**config.mk**
```make
export PLATFORM = sky130hd
export DESIGN_NAME = csr_arbiter
export DESIGN_NICKNAME = d
export VERILOG_FILES = /design/src/rtl/csr_arbiter_pkg.sv /design/src/rtl/csr_arbiter_pick.sv /design/src/rtl/csr_arbiter.sv
export SDC_FILE = /design/constraint.sdc
export NUM_CORES = 1
export LEC_CHECK = 0
export ABC_CLOCK_PERIOD_IN_PS = 1400
export CELL_PAD_IN_SITES_DETAIL_PLACEMENT = 0
export CELL_PAD_IN_SITES_GLOBAL_PLACEMENT = 1
export CORE_UTILIZATION = 24
export DETAILED_ROUTE_END_ITERATION = 8
export PLACE_DENSITY = 0.83
export SLEW_MARGIN = 5
export SYNTH_ARGS = -nofsm -noshare
export SYNTH_HDL_FRONTEND = slang
export SYNTH_SLANG_ARGS = --single-unit
```
**constraint.sdc**
```tcl
create_clock -name PCLK -period 1.4 [get_ports PCLK]
set_input_delay 0.42 -clock PCLK [delete_from_list [all_inputs] [get_ports PCLK]]
set_output_delay 0.42 -clock PCLK [all_outputs]
set_load 0.05 [all_outputs]
```
**src/rtl/csr_arbiter_pkg.sv**
```systemverilog
// Shared definitions for the CSR arbiter: FSM state encoding, default bus widths
// and the helper that sizes the grant index.
package csr_arbiter_pkg;

  typedef enum logic [1:0] {
    ST_IDLE  = 2'b00,
    ST_ISSUE = 2'b01,
    ST_READ  = 2'b10,
    ST_DONE  = 2'b11
  } state_e;

  localparam int CSR_AW_DEF = 14;
  localparam int CSR_DW_DEF = 32;

  function automatic int clog2(input int n);
    int r;
    r = 0;
    for (int i = 0; i < 31; i++) begin
      if ((1 << i) < n) r = i + 1;
    end
    return r;
  endfunction

  // A single requester still needs a one-bit index to keep vectors legal.
  function automatic int gnt_w(input int n);
    return (n > 1) ? clog2(n) : 1;
  endfunction

endpackage

```
**src/rtl/csr_arbiter_pick.sv**
```systemverilog
// Combinational requester picker: round-robin above the last grant with CSR_ARB_RR_EN,
// lowest requesting index otherwise. Zero latency; valid low when nobody requests.
module csr_arbiter_pick
  import csr_arbiter_pkg::*;
#(
  parameter int NREQ = 2,
  parameter int IW   = gnt_w(NREQ)
) (
  input  logic [NREQ-1:0] req_i,
  input  logic [IW-1:0]   last_i,
  output logic [IW-1:0]   gnt_o,
  output logic            vld_o
);

`ifdef CSR_ARB_RR_EN
  logic [IW-1:0] idx;

  // Walk from farthest to nearest so the nearest index above last_i wins.
  always_comb begin
    gnt_o = '0;
    vld_o = 1'b0;
    idx   = '0;
    for (int k = NREQ; k >= 1; k--) begin
      idx = IW'((int'(last_i) + k) % NREQ);
      if (req_i[idx]) begin
        gnt_o = idx;
        vld_o = 1'b1;
      end
    end
  end
`else
  logic unused_last;
  assign unused_last = ^last_i;

  always_comb begin
    gnt_o = '0;
    vld_o = 1'b0;
    for (int i = NREQ - 1; i >= 0; i--) begin
      if (req_i[i]) begin
        gnt_o = IW'(i);
        vld_o = 1'b1;
      end
    end
  end
`endif

endmodule

```
**src/rtl/csr_arbiter.sv**
```systemverilog
// Shares one CSR slave among NREQ masters, one single-beat transaction at a time; write acks in T+2,
// read data/ack in T+3, requests wait at their REQ level. CSR_ARB_RR_EN selects round-robin over fixed priority.
module csr_arbiter
  import csr_arbiter_pkg::*;
#(
  parameter int NREQ = 2,
  parameter int AW   = CSR_AW_DEF,
  parameter int DW   = CSR_DW_DEF
) (
  input  logic             PCLK,
  input  logic             PRESET,
  input  logic [NREQ-1:0]    M_REQ,
  input  logic [NREQ-1:0]    M_WE,
  input  logic [NREQ*AW-1:0] M_A,
  input  logic [NREQ*DW-1:0] M_DW,
  output logic [NREQ-1:0]    M_ACK,
  output logic [DW-1:0]      M_DR,
  output logic [AW-1:0]      CSR_A,
  output logic               CSR_WE,
  output logic [DW-1:0]      CSR_DW,
  input  logic [DW-1:0]      CSR_DR
);

  localparam int IW = gnt_w(NREQ);

  state_e        state_q;
  logic [IW-1:0] gnt_q;
  logic [IW-1:0] last_ptr;
  logic [IW-1:0] pick_gnt;
  logic          pick_vld;

  logic [NREQ-1:0] m_ack_q;
  logic [DW-1:0]   m_dr_q;
  logic [AW-1:0]   csr_a_q;
  logic            csr_we_q;
  logic [DW-1:0]   csr_dw_q;

  logic [AW-1:0] sel_a_d;
  logic          sel_we_d;
  logic [DW-1:0] sel_dw_d;

`ifdef CSR_ARB_RR_EN
  logic [IW-1:0] ptr_q;
  assign last_ptr = ptr_q;
`else
  assign last_ptr = '0;
`endif

  csr_arbiter_pick #(.NREQ(NREQ), .IW(IW)) u_pick (
    .req_i  (M_REQ),
    .last_i (last_ptr),
    .gnt_o  (pick_gnt),
    .vld_o  (pick_vld)
  );

  assign sel_a_d  = M_A[int'(pick_gnt) * AW +: AW];
  assign sel_we_d = M_WE[pick_gnt];
  assign sel_dw_d = sel_we_d ? M_DW[int'(pick_gnt) * DW +: DW] : '0;

  // CSR_WE doubles as the latched transaction type while in ISSUE.
  always_ff @(posedge PCLK) begin
    if (PRESET) begin
      state_q  <= ST_IDLE;
      gnt_q    <= '0;
      m_ack_q  <= '0;
      m_dr_q   <= '0;
      csr_a_q  <= '0;
      csr_we_q <= 1'b0;
      csr_dw_q <= '0;
`ifdef CSR_ARB_RR_EN
      ptr_q    <= IW'(NREQ - 1);
`endif
    end else begin
      case (state_q)
        ST_IDLE: begin
          if (pick_vld) begin
            gnt_q    <= pick_gnt;
            csr_a_q  <= sel_a_d;
            csr_we_q <= sel_we_d;
            csr_dw_q <= sel_dw_d;
`ifdef CSR_ARB_RR_EN
            ptr_q    <= pick_gnt;
`endif
            state_q  <= ST_ISSUE;
          end else begin
            csr_a_q  <= '0;
            csr_we_q <= 1'b0;
            csr_dw_q <= '0;
          end
        end
        ST_ISSUE: begin
          csr_we_q <= 1'b0;
          csr_dw_q <= '0;
          if (csr_we_q) begin
            m_ack_q[gnt_q] <= 1'b1;
            state_q        <= ST_DONE;
          end else begin
            state_q <= ST_READ;
          end
        end
        ST_READ: begin
          m_dr_q         <= CSR_DR;
          m_ack_q[gnt_q] <= 1'b1;
          state_q        <= ST_DONE;
        end
        ST_DONE: begin
          m_ack_q <= '0;
          csr_a_q <= '0;
          state_q <= ST_IDLE;
        end
        default: state_q <= ST_IDLE;
      endcase
    end
  end

  assign M_ACK  = m_ack_q;
  assign M_DR   = m_dr_q;
  assign CSR_A  = csr_a_q;
  assign CSR_WE = csr_we_q;
  assign CSR_DW = csr_dw_q;

endmodule

```
==> flow_summary.json <==
{
  "dpl.hpwl_um": 8380,
  "row_count": 44,
  "clock-sinks": 84,
  "r2r_cells": 8,
  "dr.pass1.iters": 6,
  "ant_nets": 0,
  "violations": "DRC, setup timing",
  "rsz0062_at_grt": "true",
  "syn_area_sq_mm": 0.00363,
  "synthFlopType": "dfxtp_1",
  "ys_seq_area_share_pct": 46.3,
  "cp-end-kind": "flip-flop",
  "crit_buf_inv": 4,
  "hold_ws_ns": 0.450,
  "antenna_found_initial": 0,
  "cp_data_arrival_time_ns": 1.68,
  "avgRoutedWirePerCell_um": 15.3,
  "grt_first_pass_wirelength_um": 18300,
  "max_slew_margin_pct": 65.6,
  "place.gp.congestion": 0.712,
  "cellLeakagePower_nw": 3.10,
  "cts.path.max_buffers": 2,
  "io_pins": 211,
  "power.density_mw_per_mm2": 1710,
  "drt_iter0_drc": 141,
  "slew_viol_final": 0,
  "worst_path_max_delay_cell": "dfxtp_4",
  "areaGrowthSynthToFinish_pct": 106,
  "status": "complete, but fails checks",
  "yosys-top-cells-count": "dfxtp_1, mux2i_1, nand2_1",
  "syn_nets": 510,
  "holdPathStages": 3,
  "crit_fanout": 8,
  "cts_buffers": 9,
  "via_per_inst": 4.39,
  "die_x_um": 125,
  "io_buffers": 210,
  "fmax_ghz": 0.706,
  "dp_cells": 755,
  "design_area_sq_mm": 0.00746,
  "peakVddDrop_uv": 1060,
  "r2r-start": "state_q[1]$_SDFFE_PP0P_",
  "synthCells": 375,
  "drive_above_1_share_pct": 29.7,
  "ys_ff_latch": 84,
  "htree_levels": 3,
  "fin_crit_sh_pct": 101,
  "drc": 34,
  "crit_top_cell": "buf_6",
  "finalCriticalPeriod_ns": 1.42,
  "worstSkewPairLatency_ns": 0.33,
  "worstMarginPinSlew_ns": 0.516,
  "finalSetupViolCount": 21,
  "ctsHoldBuffers": 0,
  "dieArea_sq_mm": 0.0156,
  "synth_cell_type_count": 30,
  "rrSetupSlack_ns": -0.02,
  "yosysTopAreaCellShare_pct": 46.3,
  "initial_core_util_pct": 24.8,
  "hp-class": "primary input to flip-flop",
  "syn_avg_cell_area_sq_um": 9.68,
  "tns_ns": -0.174,
  "min_to": "state_q[0]$_SDFFE_PP0P_",
  "finClkSkew_ns": 0.00457,
  "synth-edff-count": 0,
  "pre_cts_ws_ns": -0.492,
  "max_stage_delay_ns": 0.36,
  "path_class": "flip-flop to flip-flop",
  "core_area_sq_mm": 0.0146,
  "synthTopCellsByArea": "dfxtp_1, mux2i_1, nand2_1, o21ai_2, nor2_1",
  "final_cells": 783,
  "path_clk_slew_ns": 0.06,
  "n_antenna_cell": 0,
  "grtUsageTotal_pct": 14.8,
  "startpoint_type": "flip-flop",
  "cp_cell_sequence": "inv_4 -> ha_4 -> buf_6 -> nor3_4 -> buf_6 -> clkbuf_16 -> nand2_4 -> o21ai_2",
  "yosysTopAreaCell": "dfxtp_1",
  "postLayoutCoreUtil_pct": 51.0,
  "cts_tree": "done",
  "grt_max_degree": 48,
  "max_cap_violations": 0,
  "synth_warnings": 0,
  "finalWorstSetupSlack_ns": -0.0170,
  "drt-total-wl_um": 11900,
  "dpl_cell_area_sq_mm": 0.00678,
  "p_total_mw": 12.7,
  "hold_violations": 0,
  "overflow": 0,
  "crit_family": "buffers and inverters",
  "r2r_end": "CSR_DW[12]$_SDFFE_PP0P_",
  "nets": 729,
  "synth.most_common_cell": "dfxtp_1",
  "grt_pass1_vias": 3622,
  "fp.dieH_um": 125,
  "required_ns": 1.67,
  "worstHoldStart": "PRESET",
  "cts_root_buf": "clkbuf_16",
  "vias": 3441,
  "synth-async-reset-ratio_pct": 0
}
[worst min-delay path, cell delays in order]
cell      delay [ns]
buf_2           0.12
buf_4           0.16
a221oi_2        0.04
[layer usage]
| layer | part of all wire, % | GRT usage (%) | up-vias | wire length (um) |
|---|---|---|---|---|
| met5 | 0 | 0 | - | 0 |
| met4 | 1.2 | 5.16 | 0 | 145 |
| met3 | 9.2 | 5.01 | 12 | 1100 |
| met2 | 51 | 26.6 | 128 | 6080 |
| met1 | 39 | 16.3 | 1580 | 4620 |
| li1 | - | - | 1721 | - |
[power breakdown]
group          internal [mW]  switching (mW)
clock                   1.48           0.942
sequential              2.89           0.545
combinational           3.49            3.39
[registers in the layout, summed over array words and instances (netlist names)]
signal / count
CSR_DW: 32
CSR_A: 14
M_DR: 32
CSR_WE: 1
gnt_q: 1
M_ACK: 2
state_q: 2
[logic make-up (layout without fill, tap and decap cells)]
| kind of cell | Yosys count | count (layout) | synth area share (%) |
|---|---|---|---|
| compound gates | 69 | 69 | 13.6 |
| mux | 65 | 65 | 17.9 |
| simple gates | 119 | 119 | 14.7 |
| flops | 84 | 84 | 46.3 |
| buf+inv | 33 | 257 | 5.69 |
| fa+ha+maj | 5 | 5 | 1.72 |
[how the worst max path moves through the flow]
stage	startpoint	endpoint	slack [ns]	cells past startpoint
CTS	M_WE[1]	CSR_DW[24]$_SDFFE_PP0P_	-0.02	6
detailed placement	M_REQ[1]	state_q[1]$_SDFFE_PP0P_	-0.49	5
global placement	M_REQ[1]	state_q[1]$_SDFFE_PP0P_	-0.51	5
global route	state_q[1]$_SDFFE_PP0P_	CSR_DW[8]$_SDFFE_PP0P_	-0.09	8
floorplan	state_q[1]$_SDFFE_PP0P_	CSR_DW[11]$_SDFFE_PP0P_	-0.03	7
finish	state_q[1]$_SDFFE_PP0P_	CSR_DW[12]$_SDFFE_PP0P_	-0.02	8
[timing repair]
item,in CTS,in global routing
setup endpoints to repair,50,41
cloned,3,4
pin swaps,2,19
endpoints found under the hold margin,0,0
gates resized for setup,18,52
setup buffers,5,4
[placed cells by master (no fill, tap or decap), types with 2 or more instances in the layout]
cell type / instances
a211o_1: 14
a211oi_1: 2
a21oi_1: 15
a31oi_1: 2
buf_12: 86
buf_4: 9
buf_6: 8
clkbuf_1: 2
clkbuf_16: 13
clkbuf_8: 2
clkdlybuf4s50_1: 126
clkinvlp_4: 2
dfxtp_1: 81
dfxtp_4: 2
dlygate4sd2_1: 2
ha_4: 3
inv_4: 2
mux2i_1: 64
nand2_1: 42
nand2_2: 6
nand2_4: 12
nand3b_1: 14
nor2_1: 34
o21ai_1: 13
o21ai_2: 19
[final cells by class]
type / instances / area (sq um)
Clock buffer: 13 / 260
Clock inverter: 3 / 45.0
Fill cell: 1258 / 7180
Inverter: 3 / 16.3
Multi-Input combinational cell: 258 / 1920
Sequential cell: 84 / 1690
Tap cell: 184 / 230
Timing Repair Buffer: 238 / 3310
Note: power is estimated with default switching activity, not from simulation.
